--- src/rtl/bcd_pkg.sv ---
// Shared types, state encoding and sizing helper for the sequential binary-to-BCD converter.
package bcd_pkg;

    typedef logic [3:0] bcd_digit_t;

    typedef enum logic {
        ST_IDLE  = 1'b0,
        ST_SHIFT = 1'b1
    } state_t;

    // Number of decimal digits needed to represent 2^width - 1.
    function automatic int min_bcd_digits(input int width);
        longint unsigned v;
        int              n;
        v = (64'd1 << width) - 64'd1;
        n = 1;
        for (int i = 0; i < 20; i++) begin
            if (v >= 64'd10) begin
                v = v / 64'd10;
                n = n + 1;
            end
        end
        return n;
    endfunction

endpackage

--- src/rtl/bcd_add3_digit.sv ---
// One double-dabble correction cell: a BCD digit of 5 or more gets +3 before the shift.
module bcd_add3_digit
    import bcd_pkg::*;
(
    input  bcd_digit_t i_digit,
    output bcd_digit_t o_digit
);

    assign o_digit = (i_digit >= 4'd5) ? (i_digit + 4'd3) : i_digit;

endmodule

--- src/rtl/binary_2_bcd_seq.sv ---
// Sequential shift-and-add-3 binary-to-BCD converter with start/busy/done handshake
// and a sticky overflow flag for values that do not fit in DIGITS digits.
module binary_2_bcd_seq
    import bcd_pkg::*;
#(
    parameter int WIDTH  = 8,
    parameter int DIGITS = 3
) (
    input  logic                clk,
    input  logic                reset,
    input  logic                start,
    input  logic [WIDTH-1:0]    bn,
    output logic                busy,
    output logic                done,
    output logic [4*DIGITS-1:0] bcd,
    output logic                overflow
);

    localparam int CNT_W = $clog2(WIDTH + 1);
    localparam int SCR_W = 4 * DIGITS;
    // When enough digits exist the top digit can never carry out, so the flag folds away.
    localparam bit OVF_POSSIBLE = (DIGITS < min_bcd_digits(WIDTH));

    state_t             r_state;
    logic [WIDTH-1:0]   r_shift;
    logic [SCR_W-1:0]   r_scratch;
    logic [CNT_W-1:0]   r_cnt;
    logic               r_ovf_acc;

    logic [SCR_W-1:0]   w_adj;
    logic [SCR_W-1:0]   w_scratch_next;
    logic               w_carry;
    logic               w_last;

    genvar k;
    generate
        for (k = 0; k < DIGITS; k++) begin : g_digit
            bcd_add3_digit u_add3 (
                .i_digit (r_scratch[4*k +: 4]),
                .o_digit (w_adj[4*k +: 4])
            );
        end
    endgenerate

    assign w_scratch_next = {w_adj[SCR_W-2:0], r_shift[WIDTH-1]};
    assign w_carry        = OVF_POSSIBLE ? w_adj[SCR_W-1] : 1'b0;
    assign w_last         = (r_cnt == CNT_W'(1));

    always_ff @(posedge clk or negedge reset) begin
        if (!reset) begin
            r_state   <= ST_IDLE;
            r_shift   <= '0;
            r_scratch <= '0;
            r_cnt     <= '0;
            r_ovf_acc <= 1'b0;
            busy      <= 1'b0;
            done      <= 1'b0;
            bcd       <= '0;
            overflow  <= 1'b0;
        end else begin
            done <= 1'b0;
            case (r_state)
                ST_IDLE: begin
                    if (start) begin
                        r_shift   <= bn;
                        r_scratch <= '0;
                        r_ovf_acc <= 1'b0;
                        r_cnt     <= CNT_W'(WIDTH);
                        busy      <= 1'b1;
                        r_state   <= ST_SHIFT;
                    end
                end
                ST_SHIFT: begin
                    r_scratch <= w_scratch_next;
                    r_shift   <= r_shift << 1;
                    r_ovf_acc <= r_ovf_acc | w_carry;
                    r_cnt     <= r_cnt - CNT_W'(1);
                    if (w_last) begin
                        bcd      <= w_scratch_next;
                        overflow <= r_ovf_acc | w_carry;
                        done     <= 1'b1;
                        busy     <= 1'b0;
                        r_state  <= ST_IDLE;
                    end
                end
                default: r_state <= ST_IDLE;
            endcase
        end
    end

endmodule

--- config.mk ---
export PLATFORM = sky130hd
export DESIGN_NAME = binary_2_bcd_seq
export DESIGN_NICKNAME = d
export VERILOG_FILES = /design/src/rtl/bcd_pkg.sv /design/src/rtl/bcd_add3_digit.sv /design/src/rtl/binary_2_bcd_seq.sv
export SDC_FILE = /design/constraint.sdc
export NUM_CORES = 1
export LEC_CHECK = 0
export CORE_ASPECT_RATIO = 1.4
export CORE_MARGIN = 2
export CORE_UTILIZATION = 26
export DETAILED_ROUTE_END_ITERATION = 10
export GPL_ROUTABILITY_DRIVEN = 0
export PLACE_DENSITY_LB_ADDON = 0.15
export SLEW_MARGIN = 40
export SYNTH_ARGS = -nofsm -noshare
export SYNTH_HDL_FRONTEND = slang
export SYNTH_HIERARCHICAL = 1
export SYNTH_SLANG_ARGS = --single-unit
export TNS_END_PERCENT = 20
--- constraint.sdc ---
create_clock -name clk -period 2.2 [get_ports clk]
set_clock_uncertainty 0.2 [all_clocks]
set_input_delay 0.44 -clock clk [delete_from_list [all_inputs] [get_ports clk]]
set_output_delay 0.44 -clock clk [all_outputs]
set_load 0.02 [all_outputs]
# Word-level counts from Yosys, hierarchy flattened
# Cells that the tools add are included.
word_totals:
  inputBits: 11
  reg_bits: 41
  out_inout_bits: 15
  elab_cells: 42
op_classes:
  n_lt_le_gt_ge: 3
  reduce_logical: 3
  bitwise: 1
  n_addsub: 4
  n_mux: 19
  n_eq_ne: 3
op_table:
  columns: ["op", "count"]
  rows:
  - ["$pmux 12 s2", 1]
  - ["$pmux 8 s2", 1]
  - ["$ge 4x3->1 const B", 3]
  - ["$mux 12", 1]
  - ["$mux 4", 3]
  - ["$add 4x2->4 const B", 2]
  - ["$mux 1", 8]
  - ["$mux 8", 1]
  - ["$pmux 4 s2", 1]
  - ["$reduce_and 2->1", 3]
  - ["$eq 4x1->1 const B", 1]
  - ["$pmux 1 s2", 2]
  - ["$sub 4x1->4 const B", 1]
  - ["$add 3x2->3 const B", 1]
  - ["$mux 3", 1]
  - ["$ne 2x1->1 const B", 1]
  - ["$ne 2x2->1 const B", 1]
  - ["$not 1->1", 1]

# Logic depth before layout (Yosys ltp)
# Gate-level depths: netlist of the first run.
depth:
  ltp_word: 3
  mapped_depth: 6
  mapped_depth_nobuf: 6

# Cells and area by module
# The synthesis of the first run kept the hierarchy.
modules_own_cells:
  columns: ["mod", "seq_area_each_um2", "n_inst", "area_each_um2", "cells_each"]
  rows:
  - ["binary_2_bcd_seq", 975.9, 1, 1606.5, 117]
  - ["bcd_add3_digit", 0.0, 3, 101.3, 16]

# Worst setup path before layout of the first run
# Ideal clock, no wire load.
synth_timing:
  kind: "reg-to-reg"
  from: "register r_cnt[1]"
  to: "register bcd[0]"
  n_path_buf: 2
  arrival_time_ns: 1.432
  required_ns: 1.875
  setup_ns: 0.125
  stages_incl_launch_ff: 7
  period_less_slack_ns: 1.757
  path_slack_ns: 0.443
  cell_sequence: "dfrtp_1 > inv_1 > ha_1 > nor4bb_1 > buf_4 > buf_12 > mux2_4"
synth_between:
  elab_chain_len: 2
synth_rtl:
  columns: ["item", "line", "source"]
  rows:
  - ["start, declared", "binary_2_bcd_seq.sv:27", "logic [CNT_W-1:0] r_cnt;"]
  - ["start signal, assigned", "binary_2_bcd_seq.sv:68", "r_cnt <= CNT_W'(WIDTH);"]
  - ["start signal, assigned", "binary_2_bcd_seq.sv:77", "r_cnt <= r_cnt - CNT_W'(1);"]
  - ["$eq 4x1->1", "binary_2_bcd_seq.sv:47", "assign w_last = (r_cnt == CNT_W'(1));"]
  - ["$reduce_and 2->1 (no line)", null, null]
  - ["end signal, assigned", "binary_2_bcd_seq.sv:79", "bcd <= w_scratch_next;"]
  - ["end, declared", "binary_2_bcd_seq.sv:15", "output logic [4*DIGITS-1:0] bcd,"]
# No other way between the ends.
# A chain may end at the register's enable or synchronous reset.

# Worst setup path after layout of the first run
layout_timing:
  from: "register busy"
  to: "output port busy"
layout_rtl:
  columns: ["item", "line", "source"]
  rows:
  - ["start, declared", "binary_2_bcd_seq.sv:13", "output logic busy,"]
  - ["start signal, assigned", "binary_2_bcd_seq.sv:56", "busy <= 1'b0;"]
  - ["start signal, assigned", "binary_2_bcd_seq.sv:69", "busy <= 1'b1;"]
  - ["start signal, assigned", "binary_2_bcd_seq.sv:82", "busy <= 1'b0;"]
# No word-level cell between the ends.

==> metrics.cfg, run 1 <==
[place]
dp_cells = 278
port_buffers = 24
dp_hpwl_um = 2760
pre_cts_slack_ps = 290

[route]
dr.pass1.iters = 4
postRouteAntennaNets = 0
dr_total_vias = 1248
via_per_inst = 4.36
drc = 0
wl_um = 3740
wl_per_cell_um = 13.1
initialDrtViolationCount = 27

[setup_path]
setup.worst_path.start_class = flip-flop
cp_cell_sequence = clkdlybuf4s50_1
cp.buffers_inverters = 1
path_class = flip-flop to output port
arrival_ps = 1280
crit_required_ps = 1560
crit_fanout = 3
cp_top_family = buffers and inverters
cpPeakStageDelay_ps = 620
worstSetupEndpointType = output port
cp_slowest_cell = clkdlybuf4s50_1

[cts]
cts_sinks = 39
clk_latency_ps = 280
cts_hold_buf = 1
clk_pin_slew_worst_paths_ps = 70
ctsResizeCount = 0
ctsRootBufferMaster = clkbuf_8
cts_tree = yes
numCtsBuffers = 5
clockBufferDepth = 2
htreeDepth = 2
post_cts_buffers = 0

[synthesis]
synth.net_count = 180
synthCells = 161
yosysWarnings = 6
syn_area_um2 = 1890
syn_area_per_cell_um2 = 11.7

[timing]
fin_crit_sh_pct = 87.1
finalHoldViolCount = 0
rsz0062_at_grt = no
fmax_mhz = 522
fin_ws_ps = 284
setup_tns_ps = 0
fin_crit_ps = 1920
setup-violations-final = 0
slew_viol_final = 0

[die]
die_y_um = 105
rows = 36
initial_utilization_pct = 26.9
die_w_um = 76.1
ios = 26
die_area_um2 = 7980
core_um2 = 7030

[grt]
overflow = 0
grt_pass1_vias = 1335
grt_max_degree = 36
grt_pass1_wl_um = 6530
grt_usage_pct = 10.4
antenna_found_initial = 0

[layout]
instances_no_fill = 286
fillers = 718
insertedDiodeCount = 0
final_core_util_pct = 33.4
areaGrowthSynthToFinish_pct = 24.1
final_nets = 210
layout-drive-gt1-share_pct = 16.8

[run_status]
status = complete, no violations

[power]
vdd_drop_max_v = 0.000376
p_per_area_nw_per_um2 = 1500
p_leak_nw = 1.08

[flow_run]
maxCapViolations = 0

[worst_hold_path]
hold_path_class = flip-flop to flip-flop

[power by group]
part	leakage (nW)	total (mW)	internal, mW	switching [mW]
clock	0.0470	0.482	0.246	0.236
combinational	0.542	1.74	0.925	0.817
sequential	0.490	1.31	1.04	0.267
total	1.08	3.53	2.21	1.32
[state kept, by name (all words and copies together), names as in the netlist]
register	flops
bcd	12
r_scratch	12
r_shift	8
r_cnt	4
busy	1
done	1
r_state	1
[path summary, 6_finish.rpt]
kind	startpoint	endpoint	slack, ps	cells past startpoint
max in group asynchronous	reset	r_scratch[8]	790	3
worst max-delay path	busy	busy	280	1
worst min-delay path	r_shift[1]	r_shift[2]	300	2
worst max register to register	r_cnt[1]	bcd[11]	340	5
min in group asynchronous	reset	bcd[5]	450	2
worst min register to register	r_shift[1]	r_shift[2]	300	2
[cells in the final DEF, fill, tap and decap left out, types with 7 or more instances in the layout]
cell             count
a22o_1              13
buf_4                7
clkdlybuf4s50_1     23
dfrtp_1             39
ha_1                 8
inv_1               10
mux2_4               8
mux2i_1             11
nand2_1             18
o21ai_0             10
[routing by layer]
layer	wire length [µm]	vias up	GRT usage, %
met3	135	2	3.11
met5	0	-	0
li1	-	609	-
met1	1570	615	11.2
met4	31	0	3.51
met2	2000	22	19.2
[stage by stage]
stage	hold slack, ps	power, mW	instance area, µm²
final	296	3.53	2350
after global placement	224	3.02	2250
after CTS	303	3.60	2350
after detailed placement	237	3.10	2250
after floorplan	-55.6	2.53	1890
after global routing	314	3.84	2350
[final cells by class]
type	count	area [µm²]	area share, %
multi-input combinational	103	828	35.3
tap	95	119	5.07
timing repair buffer	32	298	12.7
clock buffer	6	82.6	3.52
inverter	10	37.5	1.60
clock inverter	1	5.00	0.213
sequential	39	976	41.6
(Power assumes the default switching activity.)
==> run 2: changes to the inputs <==
--- a/config.mk
+++ b/config.mk
@@ -8,6 +8,7 @@
 export CORE_ASPECT_RATIO = 1.4
 export CORE_MARGIN = 2
 export CORE_UTILIZATION = 26
+export CTS_CLUSTER_SIZE = 25
 export DETAILED_ROUTE_END_ITERATION = 10
 export GPL_ROUTABILITY_DRIVEN = 0
 export PLACE_DENSITY_LB_ADDON = 0.15
==> results of run 2 <==
Same layout as run 1: the final DEF is identical, and so are final timing and power.
